**config.mk**
```make
export PLATFORM = sky130hd
export DESIGN_NAME = reg_file_mp
export DESIGN_NICKNAME = d
export VERILOG_FILES = /design/src/rtl/reg_file_pkg.sv /design/src/rtl/rf_scoreboard.sv /design/src/rtl/reg_file_mp.sv
export SDC_FILE = /design/constraint.sdc
export NUM_CORES = 2
export LEC_CHECK = 0
export CORE_MARGIN = 4
export CORE_UTILIZATION = 35
export CTS_CLUSTER_DIAMETER = 50
export DETAILED_ROUTE_END_ITERATION = 10
export PLACE_DENSITY = 0.57
export SLEW_MARGIN = 20
export SYNTH_ARGS = -nofsm -noshare
export SYNTH_HDL_FRONTEND = slang
export SYNTH_HIERARCHICAL = 1
export SYNTH_SLANG_ARGS = --single-unit
```
**constraint.sdc**
```tcl
create_clock -name clk -period 4.4 [get_ports clk]
set_input_delay 1.32 -clock clk [delete_from_list [all_inputs] [get_ports clk]]
set_output_delay 1.32 -clock clk [all_outputs]
set_load 0.03 [all_outputs]
```
**src/rtl/reg_file_pkg.sv**
```systemverilog
// Shared defaults, types and reset value for the multi-port integer register file.
// Consumers: rf_scoreboard, reg_file_mp (optional bypass via REG_FILE_MP_BYPASS_EN).
package reg_file_pkg;

    localparam int XLEN_DEF  = 32;
    localparam int NREGS_DEF = 32;
    localparam int NRD_DEF   = 2;
    localparam int NWR_DEF   = 1;
    localparam int AW_DEF    = $clog2(NREGS_DEF);

    typedef logic [AW_DEF-1:0]   reg_addr_t;
    typedef logic [XLEN_DEF-1:0] reg_data_t;

    localparam reg_data_t REG_RESET_VAL = '0;

endpackage

```
**src/rtl/rf_scoreboard.sv**
```systemverilog
// Per-register busy bits: set on producer issue, cleared by the producer's write.
// With REG_FILE_MP_BYPASS_EN, a same-cycle write hides busy on the matching read port.
module rf_scoreboard
    import reg_file_pkg::*;
#(
    parameter int NREGS = NREGS_DEF,
    parameter int NRD   = NRD_DEF,
    parameter int NWR   = NWR_DEF,
    localparam int AW   = $clog2(NREGS)
) (
    input  logic              clk,
    input  logic              rst_n,
    input  logic [NWR-1:0]    we,
    input  logic [NWR*AW-1:0] wa,
    input  logic              sb_set,
    input  logic [AW-1:0]     sb_addr,
    input  logic [NRD*AW-1:0] ra,
    output logic [NRD-1:0]    rd_busy
);

    logic [NREGS-1:0] busy_q;
    logic [NREGS-1:0] busy_d;

    // Clears first, then the set: a new producer supersedes the one retiring now.
    always_comb begin
        busy_d = busy_q;
        for (int j = 0; j < NWR; j++) begin
            if (we[j] && (wa[j*AW +: AW] != '0)) begin
                busy_d[wa[j*AW +: AW]] = 1'b0;
            end
        end
        if (sb_set && (sb_addr != '0)) begin
            busy_d[sb_addr] = 1'b1;
        end
        busy_d[0] = 1'b0;
    end

    always_ff @(posedge clk or negedge rst_n) begin
        if (!rst_n) begin
            busy_q <= '0;
        end else begin
            busy_q <= busy_d;
        end
    end

    always_comb begin
        rd_busy = '0;
        for (int i = 0; i < NRD; i++) begin
            rd_busy[i] = busy_q[ra[i*AW +: AW]];
`ifdef REG_FILE_MP_BYPASS_EN
            if (rst_n && (ra[i*AW +: AW] != '0) &&
                !(sb_set && (sb_addr == ra[i*AW +: AW]))) begin
                for (int j = 0; j < NWR; j++) begin
                    if (we[j] && (wa[j*AW +: AW] == ra[i*AW +: AW])) begin
                        rd_busy[i] = 1'b0;
                    end
                end
            end
`endif
        end
    end

endmodule

```
**src/rtl/reg_file_mp.sv**
```systemverilog
// Multi-port RV32 integer register file: NRD combinational reads, NWR prioritised writes, x0 = 0.
// Define REG_FILE_MP_BYPASS_EN to forward same-cycle write data to the read ports.
module reg_file_mp
    import reg_file_pkg::*;
#(
    parameter int XLEN  = XLEN_DEF,
    parameter int NREGS = NREGS_DEF,
    parameter int NRD   = NRD_DEF,
    parameter int NWR   = NWR_DEF,
    localparam int AW   = $clog2(NREGS)
) (
    input  logic                clk,
    input  logic                rst_n,
    input  logic [NWR-1:0]      we,
    input  logic [NWR*AW-1:0]   wa,
    input  logic [NWR*XLEN-1:0] wd,
    input  logic [NRD*AW-1:0]   ra,
    output logic [NRD*XLEN-1:0] rd,
    output logic [NRD-1:0]      rd_busy,
    input  logic                sb_set,
    input  logic [AW-1:0]       sb_addr
);

    if (NREGS < 2 || (NREGS & (NREGS - 1)) != 0) begin : g_bad_nregs
        $error("reg_file_mp: NREGS must be a power of two and at least 2");
    end
    if (NRD < 1 || NRD > 4) begin : g_bad_nrd
        $error("reg_file_mp: NRD must be in 1..4");
    end
    if (NWR < 1 || NWR > 2) begin : g_bad_nwr
        $error("reg_file_mp: NWR must be in 1..2");
    end

    // Register 0 has no storage; index 0 of the view below is tied to zero.
    logic [XLEN-1:0] rf_q    [1:NREGS-1];
    logic [XLEN-1:0] rf_d    [1:NREGS-1];
    logic [XLEN-1:0] rf_view [0:NREGS-1];

    // Ascending port order lets the higher-index port win an address collision.
    always_comb begin
        for (int r = 1; r < NREGS; r++) begin
            rf_d[r] = rf_q[r];
        end
        for (int j = 0; j < NWR; j++) begin
            if (we[j] && (wa[j*AW +: AW] != '0)) begin
                rf_d[wa[j*AW +: AW]] = wd[j*XLEN +: XLEN];
            end
        end
    end

    always_ff @(posedge clk or negedge rst_n) begin
        if (!rst_n) begin
            for (int r = 1; r < NREGS; r++) begin
                rf_q[r] <= XLEN'(REG_RESET_VAL);
            end
        end else begin
            for (int r = 1; r < NREGS; r++) begin
                rf_q[r] <= rf_d[r];
            end
        end
    end

    // Named per-register values (g_reg[n].value) for waveform inspection.
    for (genvar r = 0; r < NREGS; r++) begin : g_reg
        logic [XLEN-1:0] value;
        if (r == 0) begin : g_zero
            assign value = '0;
        end else begin : g_store
            assign value = rf_q[r];
        end
        assign rf_view[r] = value;
    end

    always_comb begin
        rd = '0;
        for (int i = 0; i < NRD; i++) begin
            rd[i*XLEN +: XLEN] = rf_view[ra[i*AW +: AW]];
`ifdef REG_FILE_MP_BYPASS_EN
            // Forwarding is suppressed in reset so reads stay zero there.
            for (int j = 0; j < NWR; j++) begin
                if (rst_n && we[j] && (ra[i*AW +: AW] != '0) &&
                    (wa[j*AW +: AW] == ra[i*AW +: AW])) begin
                    rd[i*XLEN +: XLEN] = wd[j*XLEN +: XLEN];
                end
            end
`endif
        end
    end

    rf_scoreboard #(
        .NREGS (NREGS),
        .NRD   (NRD),
        .NWR   (NWR)
    ) u_scoreboard (
        .clk     (clk),
        .rst_n   (rst_n),
        .we      (we),
        .wa      (wa),
        .sb_set  (sb_set),
        .sb_addr (sb_addr),
        .ra      (ra),
        .rd_busy (rd_busy)
    );

endmodule
```
Word level (Yosys, flattened, before mapping)
Cells that the tools add are included.
{"block": "totals", "reg_bits": 1023, "inputBits": 56, "output_inout_bits": 66}
{"block": "op_classes", "magnitude_cmp": 10, "mux": 19, "n_bitwise": 6, "n_reduce_logical": 7}
{"op": "$bwmux W992", "n": 1}
{"op": "$bmux W32 S5", "n": 2}
{"op": "$mux W32", "n": 7}
{"op": "$demux W32 S5", "n": 1}
{"op": "$and A32 B32 Y32", "n": 1}
{"op": "$not A32 Y32", "n": 1}
{"op": "$or A32 B32 Y32", "n": 1}
{"op": "$lt A5 B6 Y1 const B", "n": 4}
{"op": "$ge A6 B6 Y1 const B", "n": 3}
{"op": "$not A5 Y6", "n": 3}
{"op": "$bmux W1 S5", "n": 2}
{"op": "$demux W1 S5", "n": 2}
{"op": "$ge A5 B1 Y1 const B", "n": 2}
{"op": "$reduce_bool A5 Y1", "n": 2}
{"op": "$lt A6 B1 Y1 const B", "n": 1}
{"op": "$logic_and A1 B1 Y1", "n": 5}
{"op": "$mux W1", "n": 4}

Longest topological paths before layout
{"block": "logic_depth", "depth_word": 9, "mapped_depth": 9}

Cells and area by module
The synthesis kept the hierarchy.
{"module": "reg_file_mp", "instances": 1, "cells_each": 3597, "area_per_inst_um2": 53186.0, "seq_area_each_um2": 24823.8}
{"module": "rf_scoreboard", "instances": 1, "cells_each": 200, "area_per_inst_um2": 1861.8, "seq_area_each_um2": 775.7}

Worst setup path after synthesis
No wires, ideal clock.
{"block": "synth_timing", "path_kind": "input port to output port", "from": "in ra[0]", "to": "out rd[30]", "arrival_time_ns": 3.172, "t_required_ns": 3.080, "path_slack_ns": -0.092, "stages": 8, "path_cell_list": "buf_2 > buf_6 > buf_6 > buf_6 > buf_2 > mux2i_1 > a211oi_1 > o31ai_1"}
{"block": "synth_between", "elab_chain_cells": 4}
{"item": "start, declared", "line": "reg_file_mp.sv:17", "rtl": "input logic [NRD*AW-1:0] ra,"}
{"item": "$not A5 Y6 (not written as such)", "line": "reg_file_mp.sv:77", "rtl": "rd[i*XLEN +: XLEN] = rf_view[ra[i*AW +: AW]];"}
{"item": "$bmux W32 S5", "line": "reg_file_mp.sv:77"}
{"item": "$mux W32 (not written as such) (2 in series)", "line": "reg_file_mp.sv:77"}
{"item": "end, declared", "line": "reg_file_mp.sv:18", "rtl": "output logic [NRD*XLEN-1:0] rd,"}
No other way between the ends. The select of a mux whose other input is x is not followed.

Worst setup path after layout
{"block": "layout_timing", "from": "in ra[5]", "to": "out rd[39]"}
Same word-level chain as after synthesis.

==> results.cfg <==
[logic_synthesis]
synth_area_um2 = 55000
synth-seq-cells = 1023
syn_avg_cell_area_um2 = 14.5
ys_seq_area_share_pct = 46.5
netlist_instances = 3797
synth_area_leaders = dfrtp_1 47%, mux2_2 21%, mux4_2 16%, mux2i_1 3.9%, a22o_1 3.0%
synth.distinct_cells = 36
synth_top_area_share_pct = 46.5
synth_area_leader_cell = dfrtp_1
synth_nets = 3853
yosys_warnings = 6

[sta]
rsz0062_at_grt = true
fin_skew_ns = 0
max_freq_mhz = 226
finalSetupViolations = 9
worst_slew_pin_slew_ns = 1.11
fin_crit_sh_pct = 101
min_period_ns = 4.43
finalHoldViolCount = 0
fin_ws_ns = -0.0344
slew_headroom_pct = 25.9
slew_viol_final = 0

[clocking]
cts_buffers = 134
cts_tree = done
clkTransAtPathRegs_ns = 0.06
clock_sinks = 1023
cts_max_level = 4
clk_path_buf_depth = 3
root_buffer = clkbuf_16
clk_latency_ns = 0.76

[critical_path]
crit_family = buffers and inverters
crit_type = input port to output pin
path_cells = buf_16, buf_12, buf_16, mux4_2, a22o_1, o21ai_1, buf_4, o31ai_4, buf_12
critPathBufInv = 5
r2r_start = g_reg[12].value[9]
end_kind = output pin
cp-start-kind = input port
cp.required_ns = 3.08
arrival_ns = 3.11
path_max_fanout = 7
crit_slowest_cell = mux4_2
cp-startpoint = ra[5]
max_stage_delay_ns = 0.49

[finish]
drive_gt1_share_pct = 56.9
fin_area_um2 = 68900
final_util_pct = 44.1
layout_common_cells = 1,031 x mux2_2, 1,023 x dfrtp_1, 390 x mux4_2
syn_to_final_growth_pct = 25.1
layout_commonest_cell = mux2_2
nets = 4128

[placed_design]
portBuffers = 121
pre_cts_slack_ns = -0.459
gp_congestion = 0.838
dpl.hpwl_um = 116000
placed_area_um2 = 62200

[drt]
drcViolationCount = 0
ant_nets = 0
drt_pass1_iterations = 6
drt-total-wl_um = 190000
wl_met3_um = 11100
drt_iter0_drc = 2717
maxUsedRoutingLayer = met5
vias = 37100
wl_met1_um = 79800
wl_per_cell_um = 30.4
viasPerCell = 5.94
wl_met2_um = 90800

[die]
floorplan.io_pins = 122
placementRows = 145
core_area_um2 = 156000
initial_core_util_pct = 35.2
die-area_um2 = 164000
fp.dieW_um = 405
chipHeight_um = 405

[grt]
antenna_found_initial = 14
grt_max_degree = 145
track_usage_pct = 23.2
grt_overflow_total = 0
grt_pass1_vias = 38600
grt_pass1_wl_um = 278000

[run_status]
status = complete, but fails checks
violations = setup timing

[power]
power.share.sequential_pct = 40.6
sw_frac_of_total_pct = 28.1
power_frac_comb_pct = 23.3
ir_drop_mv = 0.374
clockPowerShare_pct = 36.1
powerDensity_nw_per_um2 = 451
p_sw_uw = 8710
p_leak_uw = 0.0295
internal_power_uw = 22300

[worst_hold_path]
hp-class = input port to async pin

[run]
max_cap_violations = 0
## final cells by class
class,count,area [um2]
diodes,5,12.5
fillers,13900,87300
multi-input cells,2367,29000
well taps,2058,2570
repair buffers,542,7150
flip-flops and latches,1023,25600
clock inverters,58,677
clock buffers,183,3860
inverters,4,15.0
## metal layers
metal / track usage [%] / vias up
met4: 9.28 / 10
met3: 4.17 / 397
met1: 30.6 / 20100
met2: 37.8 / 1199
li1: - / 15300
met5: 0 / -
## power by group through the flow
stage          Sequential [uW]  Clock [uW]  Combinational, uW
2_1_floorplan            12300           0               4730
3_3_place_gp             12600           0               6750
3_5_place_dp             12700           0               6860
4_1_cts                  12600       11400               7210
5_1_grt                  12800       11800               7700
6_report                 12600       11200               7230
## timing repair
item / in CTS / in global routing
setup buffers: 33 / 10
resized for setup: 211 / 69
pin swaps: 44 / 40
hold buffers: 0 / 0
cloned: 20 / 3
setup endpoints to repair: 66 / 52
## synth_stat cells (all sizes together)
| library cell | instances |
|---|---|
| o2111ai | 2 |
| nand2 | 28 |
| a211oi | 66 |
| or3b | 2 |
| a22o | 191 |
| nor3b | 4 |
| nor2 | 27 |
| nand3b | 10 |
| inv | 4 |
| and3b | 1 |
| nand2b | 10 |
| and2 | 66 |
| clkbuf | 203 |
| mux4 | 390 |
| o21ai | 126 |
| mux2 | 1055 |
| and3 | 1 |
| dfrtp | 1023 |
| o31ai | 64 |
| mux2i | 212 |
| a21oi | 6 |
| nor2b | 13 |
| nand3 | 17 |
| buf | 200 |
| o22ai | 64 |
| or2 | 2 |
| nand4 | 3 |
| a22oi | 4 |
| o211ai | 2 |
| nor3 | 1 |
## state kept, by name, indices dropped and copies added, names as in the netlist
name / cells
u_scoreboard/busy_q: 31
g.value: 992
## worst paths after layout
| check | cells after the start | endpoint | slack, ns |
|---|---|---|---|
| min | 1 | g_reg[24].value[27] | 0.51 |
| min reg2reg | 1 | g_reg[12].value[2] | 0.51 |
| min in group clk | 1 | g_reg[12].value[2] | 0.51 |
| max in group asynchronous | 2 | g_reg[9].value[1] | 2.61 |
| max reg2reg | 1 | g_reg[12].value[9] | 3.59 |
| max | 9 | rd[39] | -0.03 |
## per-stage QoR
| stage | total power [uW] | instances | hold WS (ns) | setup TNS, ns |
|---|---|---|---|---|
| final | 31000 | 6240 | 0.506 | -0.139 |
| after global placement | 19400 | 5941 | 0.482 | -16.60 |
| after floorplan | 17000 | 3797 | 0.470 | 0 |
| after global routing | 32300 | 6236 | 0.509 | -0.574 |
| after CTS | 31200 | 6231 | 0.487 | -0.676 |
| after detailed placement | 19600 | 5941 | 0.494 | -16.53 |
## cells by family after synthesis
logic type / after synthesis / share of synthesized area [%]
AO/OA/AOI/OAI: 525 / 6.85
multiplexers: 1657 / 41.4
buffers and inverters: 407 / 3.38
AND/OR/NAND/NOR: 185 / 1.88
flip-flops: 1023 / 46.5
No activity file was read; power rests on OpenSTA's default activity.
